[config.mk]
export PLATFORM = sky130hd
export DESIGN_NAME = inst_fetch
export DESIGN_NICKNAME = d
export VERILOG_FILES = /design/src/rtl/t64_pkg.sv /design/src/rtl/inst_fetch.sv
export SDC_FILE = /design/constraint.sdc
export NUM_CORES = 1
export LEC_CHECK = 0
export ABC_CLOCK_PERIOD_IN_PS = 8650
export BUFFER_PORTS_ARGS = -buffer_cell sky130_fd_sc_hd__clkbuf_2
export CAP_MARGIN = 20
export CELL_PAD_IN_SITES_DETAIL_PLACEMENT = 1
export CELL_PAD_IN_SITES_GLOBAL_PLACEMENT = 1
export CORE_MARGIN = 2
export CORE_UTILIZATION = 35
export DETAILED_ROUTE_END_ITERATION = 12
export PLACE_DENSITY_LB_ADDON = 0.1
export SKIP_LAST_GASP = 1
export SYNTH_ARGS = -nofsm -noshare
export SYNTH_HDL_FRONTEND = slang
export SYNTH_SLANG_ARGS = --single-unit
[constraint.sdc]
create_clock -name clk -period 8.65 [get_ports clk]
set_input_delay 0.865 -clock clk [delete_from_list [all_inputs] [get_ports clk]]
set_output_delay 0.865 -clock clk [all_outputs]
set_load 0.03 [all_outputs]
[src/rtl/t64_pkg.sv]
// Shared types for the instruction fetch sequencer: fetch FSM states and the
// word-address helper used when presenting the second fetch beat.
package t64_pkg;

    typedef enum logic [1:0] {
        F_LO = 2'd0,
        F_HI = 2'd1,
        EX   = 2'd2
    } fetch_state_t;

    localparam logic [63:0] T64_WORD_BYTES = 64'd8;

    // Byte address requested in a given fetch state; the second beat sits one word above pc.
    function automatic logic [63:0] fetch_addr(input fetch_state_t st, input logic [63:0] pc);
        logic [63:0] addr;
        case (st)
            F_HI:    addr = pc + T64_WORD_BYTES;
            default: addr = pc;
        endcase
        return addr;
    endfunction

endpackage

[src/rtl/inst_fetch.sv]
// Instruction fetch sequencer: reads the two words of the instruction at pc,
// presents them to the decoder for one exec window, then advances or jumps.
module inst_fetch
    import t64_pkg::*;
#(
    parameter logic [63:0] RESET_VEC  = 64'h0,
    parameter logic [63:0] INSN_BYTES = 64'd12
) (
    input  logic        clk,
    input  logic        rst_n,
    output logic        mem_req,
    output logic [63:0] mem_addr,
    input  logic [63:0] mem_rdata,
    input  logic        mem_ack,
    output logic [63:0] opf8,
    output logic [63:0] opl8,
    output logic        exec,
    output logic [63:0] pc,
    input  logic        hold,
    input  logic        jump,
    input  logic [63:0] jump_target
);

    fetch_state_t state_q, state_d;
    logic [63:0]  pc_q, pc_d;
    logic [63:0]  opf8_q, opf8_d;
    logic [63:0]  opl8_q, opl8_d;
    logic [63:0]  mem_addr_q, mem_addr_d;
    logic         mem_req_q, mem_req_d;
    logic         exec_q, exec_d;
    logic         ack_s;

    // An ack only counts while a request is actually on the port; this also drops
    // a late ack from a transaction abandoned by reset.
    assign ack_s = mem_ack & mem_req_q;

    // Next-state and next-output logic; port outputs are precomputed from the next state.
    always_comb begin
        state_d = state_q;
        pc_d    = pc_q;
        opf8_d  = opf8_q;
        opl8_d  = opl8_q;
        case (state_q)
            F_LO: begin
                if (ack_s) begin
                    opf8_d  = mem_rdata;
                    state_d = F_HI;
                end else begin
                    state_d = F_LO;
                end
            end
            F_HI: begin
                if (ack_s) begin
                    opl8_d  = mem_rdata;
                    state_d = EX;
                end else begin
                    state_d = F_HI;
                end
            end
            EX: begin
                if (!hold) begin
                    state_d = F_LO;
                    pc_d    = jump ? jump_target : (pc_q + INSN_BYTES);
                end else begin
                    state_d = EX;
                end
            end
            default: begin
                state_d = F_LO;
            end
        endcase
        mem_req_d  = (state_d != EX);
        mem_addr_d = fetch_addr(state_d, pc_d);
        exec_d     = (state_d == EX);
    end

    // State, instruction and port registers.
    always_ff @(posedge clk or negedge rst_n) begin
        if (!rst_n) begin
            state_q    <= F_LO;
            pc_q       <= RESET_VEC;
            opf8_q     <= 64'h0;
            opl8_q     <= 64'h0;
            mem_req_q  <= 1'b0;
            mem_addr_q <= RESET_VEC;
            exec_q     <= 1'b0;
        end else begin
            state_q    <= state_d;
            pc_q       <= pc_d;
            opf8_q     <= opf8_d;
            opl8_q     <= opl8_d;
            mem_req_q  <= mem_req_d;
            mem_addr_q <= mem_addr_d;
            exec_q     <= exec_d;
        end
    end

    assign mem_req  = mem_req_q;
    assign mem_addr = mem_addr_q;
    assign opf8     = opf8_q;
    assign opl8     = opl8_q;
    assign exec     = exec_q;
    assign pc       = pc_q;

endmodule

==> impl_metrics.yaml, run 1 <==
outcome:
  status: "finished clean"
floorplan:
  num_rows: 69
  core-area_mm2: 0.03540
  ios: 391
  die_w_um: 193.3
  die_h_um: 193.3
  dieArea_mm2: 0.03735
  initial_core_util_pct: 35.42
detailed_routing:
  antenna_left: 0
  drt-initial-drc-count: 423
  viasPerCell: 5.371
  wl_per_cell_um: 22.39
  detail_route.first_pass.iterations: 5
  drt-total-wl_um: 44470
  vias: 10666
  drc: 0
worst_setup_path:
  crit_fanout: 12
  reg2reg_to: "mem_addr[48]"
  r2r_slack_ns: 3.39
  critPathKind: "reg2reg"
  cp-endpoint: "mem_addr[48]"
  required_ns: 9.13
  crit_arrival_ns: 5.74
  startpoint: "mem_addr[2]"
  rr_startpoint: "mem_addr[2]"
  r2r_cells: 11
  startpoint_type: "register"
  end_kind: "register"
power_and_ir_drop:
  powerDensity_mw_per_mm2: 390.6
  p_leak_nw: 7.098
  finalPower_mw: 6.212
  vdd_drop_max_mv: 0.2492
timing:
  rsz0062_at_grt: "false"
  finalHoldViolations: 0
  fin_setup_tns_ns: 0
  setup_ws_ns: 3.392
  finClkSkew_ns: 0.01296
  slew_viol_final: 0
  finalSetupViolCount: 0
  hold_ws_ns: 0.2612
  worstMarginPinSlew_ns: 1.140
  max_freq_ghz: 0.1902
  slew_headroom_pct: 23.31
  min_period_ns: 5.258
  fin_crit_sh_pct: 60.78
finish:
  antenna_cells: 0
  multi_input_area_mm2: 0.005658
  finalNonFillerCells: 1986
  fin_util_pct: 44.92
  layout_commonest_cell: "clkbuf_2"
  fillCellCount: 3959
  syn_to_final_growth_pct: 26.85
  register_area_mm2: 0.006431
  final_cell_area_mm2: 0.01590
  drive_gt1_share_pct: 40.07
  fin_nets: 1642
  layout_common_cells: "clkbuf_2, dfrtp_1, mux2_2, nand2_1, nor2_1"
clocking:
  cts_hold_buf: 0
  path_clk_slew_ns: 0.06
  cts_buffers: 30
  postCtsSetupRepairBufs: 0
  htreeDepth: 1
  clockBufferDepth: 3
  cts_root_buffer: "clkbuf_16"
  cts.repair.resized: 0
  worstSkewPairLatency_ns: 0.57
  clock_sinks: 257
  cts_tree: "done"
placed_design:
  dpl.hpwl_um: 32470
  io_buffer_count: 390
  placed_area_mm2: 0.01491
  numPlacedInstances: 1936
  pre_cts_slack_ns: 2.980
  place.gp.congestion: 0.8266
min_path:
  hold_class: "in2async"
yosys:
  yosysWarningCount: 0
  syn_area_mm2: 0.01254
  synthCells: 1141
  async_reset_ff_share_pct: 100.0
  yosys_most_used_dff: "dfrtp_1"
  synth-edff-count: 0
  synth.avg_cell_area_um2: 10.99
  synth_nets: 1276
  ys_types: 83
  ys_seq_area_share_pct: 51.30
  ys_ff_latch: 257
grt:
  grt.total_usage_pct: 23.60
  antenna_found_initial: 0
  grt_max_degree: 172
  overflow: 0
  grt_pass1_wl_um: 69370
  grt_pass1_vias: 11004
run:
  cap_violations: 0
==> power breakdown <==
part | switching (mW) | internal (mW)
Sequential | 0.374 | 1.69
Combinational | 1.94 | 0.930
Clock | 0.494 | 0.787
Total | 2.81 | 3.40
==> cells by family (layout without fill, tap and decap cells) <==
| family | Yosys count | count (layout) | synth area share (%) |
|---|---|---|---|
| xor+xnor | 60 | 60 | 4.192 |
| buf+inv | 113 | 497 | 3.713 |
| fa+ha+maj | 2 | 2 | 0.1996 |
| flops | 257 | 257 | 51.30 |
| compound gates | 142 | 142 | 7.965 |
| mux | 155 | 155 | 13.70 |
| simple gates | 412 | 412 | 18.92 |
==> worst max-delay path: stages, from the launching register on <==
cell,delay [ns]
dfrtp_1,0.48
inv_1,0.08
ha_1,0.27
nand3b_1,0.42
nor4_4,0.69
nand3_1,0.14
o311ai_1,0.54
nand4_1,0.26
nor4_2,0.87
nand3_1,0.69
nor4b_1,0.52
xor2_1,0.20
==> flip-flops by register name, indices dropped and copies added, names as in the netlist <==
name / flops
exec: 1
mem_addr: 64
mem_req: 1
opf8: 64
opl8: 64
pc: 61
state_q: 2
==> area by class of cell <==
type / instances / share of cell area [%]
Clock buffer: 45 / 5.587
Inverter: 42 / 0.9914
Clock inverter: 5 / 0.6452
Timing Repair Buffer: 405 / 13.12
Tap cell: 461 / 3.627
Sequential cell: 257 / 40.44
Multi-Input combinational cell: 771 / 35.58
==> cells in the mapped netlist (all sizes together), types with 8 or more instances <==
cell | n | area [um2]
a211oi | 11 | 82.58
a21oi | 26 | 130.1
a31oi | 8 | 50.05
and2 | 9 | 56.30
and3 | 21 | 131.4
and4 | 8 | 70.07
buf | 23 | 126.4
clkbuf | 48 | 181.4
dfrtp | 257 | 6431
inv | 41 | 153.9
mux2 | 133 | 1498
mux2i | 22 | 220.2
nand2 | 82 | 307.8
nand3 | 51 | 267.8
nand4 | 38 | 274.0
nor2 | 57 | 214.0
nor3 | 42 | 231.5
nor4 | 34 | 274.0
o211ai | 11 | 82.58
o21ai | 18 | 90.09
o22ai | 13 | 81.33
or3 | 13 | 81.33
or4 | 14 | 108.9
xnor2 | 36 | 315.3
xor2 | 24 | 210.2
==> per-layer routing <==
| layer | part of all wire, % | wire (um) | up-vias | GRT usage, % |
|---|---|---|---|---|
| met5 | 0 | 0 | - | 0 |
| li1 | - | - | 4910 | - |
| met4 | 2.0 | 871 | 0 | 5.739 |
| met2 | 48 | 21190 | 338 | 38.77 |
| met1 | 45 | 20000 | 5366 | 32.49 |
| met3 | 5.4 | 2413 | 52 | 4.079 |
==> how the worst min path moves through the flow <==
| stage | startpoint | to | slack, ns | cells after the start |
|---|---|---|---|---|
| after floorplan | rst_n | exec | 0.57 | 0 |
| after global routing | rst_n | mem_addr[12] | 0.31 | 1 |
| after detailed placement | opl8[12] | opl8[12] | 0.49 | 1 |
| after global placement | opl8[32] | opl8[32] | 0.49 | 1 |
| after CTS | rst_n | mem_addr[8] | 0.30 | 1 |
| final | rst_n | mem_addr[8] | 0.26 | 1 |
Power figures use the tool's default switching activity.
==> inputs of run 2 (changes only) <==
ABC_CLOCK_PERIOD_IN_PS = 5290   (was 8650)
clock period = 5.29 ns   (was 8.65 ns; I/O delays follow)
==> run 2 against run 1 <==
Effect of this change:
- the run now ends with negative hold slack left
- clock power is 71% higher
- first-iteration DRC count is 26% higher
- global-route usage is 0.12 points higher
- register-to-register slack worse by 2.4 ns
- utilization is 0.42 points higher
- sequential power is 64% higher
- via count is 0.87% higher
- sequential share of layout area is 0.37 points lower
- cell area is 0.93% higher
- count of clock-buffer cells in the layout is 3 lower
- largest power group unchanged
==> impl_metrics.yaml, run 2 (same netlist as run 1, synthesis figures left out) <==
timing:
  hold_ws_ns: -0.02118
  worstMarginPinSlew_ns: 1.092
  slew_headroom_pct: 26.62
  fin_crit_sh_pct: 81.74
  fin_setup_tns_ns: 0
  rsz0062_at_grt: "false"
  min_period_ns: 4.324
  finClkSkew_ns: 0.02715
  slew_viol_final: 0
  finalHoldViolations: 4
  finalSetupViolCount: 0
  max_freq_ghz: 0.2313
worst_setup_path:
  slowest_stage: "or4_1"
  required_ns: 5.79
  slowest_delay_ns: 0.90
  r2r_cells: 11
  end_kind: "register"
  crit_arrival_ns: 4.82
  crit_fanout: 13
  rr_startpoint: "pc[8]"
  path_cells: "nand3_1, or4_1, nor4_1, mux2i_1, nand4_1, nor4bb_1, buf_4, nand3_1, buf_4, nor4b_1, xor2_1"
  r2r_slack_ns: 0.97
  reg2reg_to: "mem_addr[48]"
  startpoint_type: "register"
  critPathKind: "reg2reg"
grt:
  grt.total_usage_pct: 23.73
  overflow: 0
  grt_max_degree: 108
  grt_pass1_wl_um: 69570
  antenna_found_initial: 2
  grt_pass1_vias: 11099
clocking:
  clockBufferDepth: 3
  clock_sinks: 257
  cts_buffers: 30
  cts.repair.resized: 0
  htreeDepth: 1
  path_clk_slew_ns: 0.06
  cts_hold_buf: 0
  postCtsSetupRepairBufs: 0
  worstSkewPairLatency_ns: 0.58
  cts_tree: "done"
  cts_root_buffer: "clkbuf_16"
detailed_routing:
  drt-total-wl_um: 44900
  viasPerCell: 5.371
  drc: 0
  drt-initial-drc-count: 531
  dr_wl_met3_um: 2415
  top_layer: "met4"
  met1Wirelength_um: 20260
  vias: 10759
  detail_route.first_pass.iterations: 5
  dr_wl_met2_um: 21160
  wl_per_cell_um: 22.42
  antenna_left: 0
placed_design:
  placed_area_mm2: 0.01499
  dpl.hpwl_um: 33210
  place.gp.congestion: 0.8416
  io_buffer_count: 390
floorplan:
  core-area_mm2: 0.03540
  num_rows: 69
  dieArea_mm2: 0.03735
  die_h_um: 193.3
  initial_core_util_pct: 35.42
  die_w_um: 193.3
  ios: 391
finish:
  fin_util_pct: 45.34
  layout_commonest_cell: "clkbuf_2"
  final_cell_area_mm2: 0.01605
  fin_nets: 1652
  layout_common_cells: "clkbuf_2, dfrtp_1, mux2_2, nand2_1, nor2_1"
  syn_to_final_growth_pct: 28.03
  drive_gt1_share_pct: 41.01
power_and_ir_drop:
  powerDensity_mw_per_mm2: 639.9
  vdd_drop_max_mv: 0.3689
  p_leak_nw: 7.186
run:
  cap_violations: 0
min_path:
  hold_class: "in2async"
outcome:
  status: "finished, violations left"
  violations: "negative hold slack"
## run 2: cell count changes in the layout (fill, tap and decap cells not counted)
cell,previous run,this run
clkinv_2,1,5
buf_4,14,24
inv_6,0,1
diode_2,0,1
clkbuf_1,8,3
clkinvlp_4,1,3
clkbuf_8,6,8
clkinv_4,0,2
## run 2: worst max path at each step
stage,depth (start not counted),startpoint,slack (ns),end
finish,11,pc[8],0.97,mem_addr[48]
global route,11,pc[8],0.46,mem_addr[48]
CTS,11,pc[8],0.96,mem_addr[48]
detailed placement,12,hold,0.98,mem_addr[48]
global placement,11,pc[8],1.08,mem_addr[48]
floorplan,12,pc[17],1.59,mem_addr[56]
## run 2: area by class of cell
class                           count  area [um2]
Timing Repair Buffer              415        2162
Clock buffer                       42       897.1
Clock inverter                     14       163.9
Inverter                           42       157.7
Fill cell                        4005       19350
Tap cell                          461       576.8
Multi-Input combinational cell    771        5658
Sequential cell                   257        6431
Antenna cell                        1       2.502
## run 2: routing by layer
layer | vias to the layer above | track usage [%]
met5 | - | 0
met4 | 0 | 6.559
met3 | 56 | 3.923
met2 | 336 | 38.31
met1 | 5439 | 33.03
li1 | 4928 | -
## run 2: power breakdown
part	switching (mW)	internal, mW
sequential	0.613	2.75
clock	0.858	1.33
combinational	3.18	1.54
total	4.65	5.62
## run 2: through the flow
stage | total power [mW] | setup WS [ns] | hold slack, ns | instances
6_report | 10.27 | 0.9661 | -0.02118 | 2003
5_1_grt | 10.82 | 0.4588 | 0.02618 | 2003
4_1_cts | 10.38 | 0.9631 | 0.01280 | 2002
3_5_place_dp | 8.137 | 0.9759 | 0.4921 | 1946
3_3_place_gp | 8.064 | 1.083 | 0.4867 | 1946
2_1_floorplan | 6.525 | 1.587 | 0.2334 | 1141
## run 2: critical path, delay by kind of cell (launching register included)
kind                      cells  cell delay [ns]
DFF                           1             0.47
xor gates and xnor gates      1             0.18
muxes                         1             0.40
buffers and inverters         2             0.41
and+or+nand+nor               7             2.79
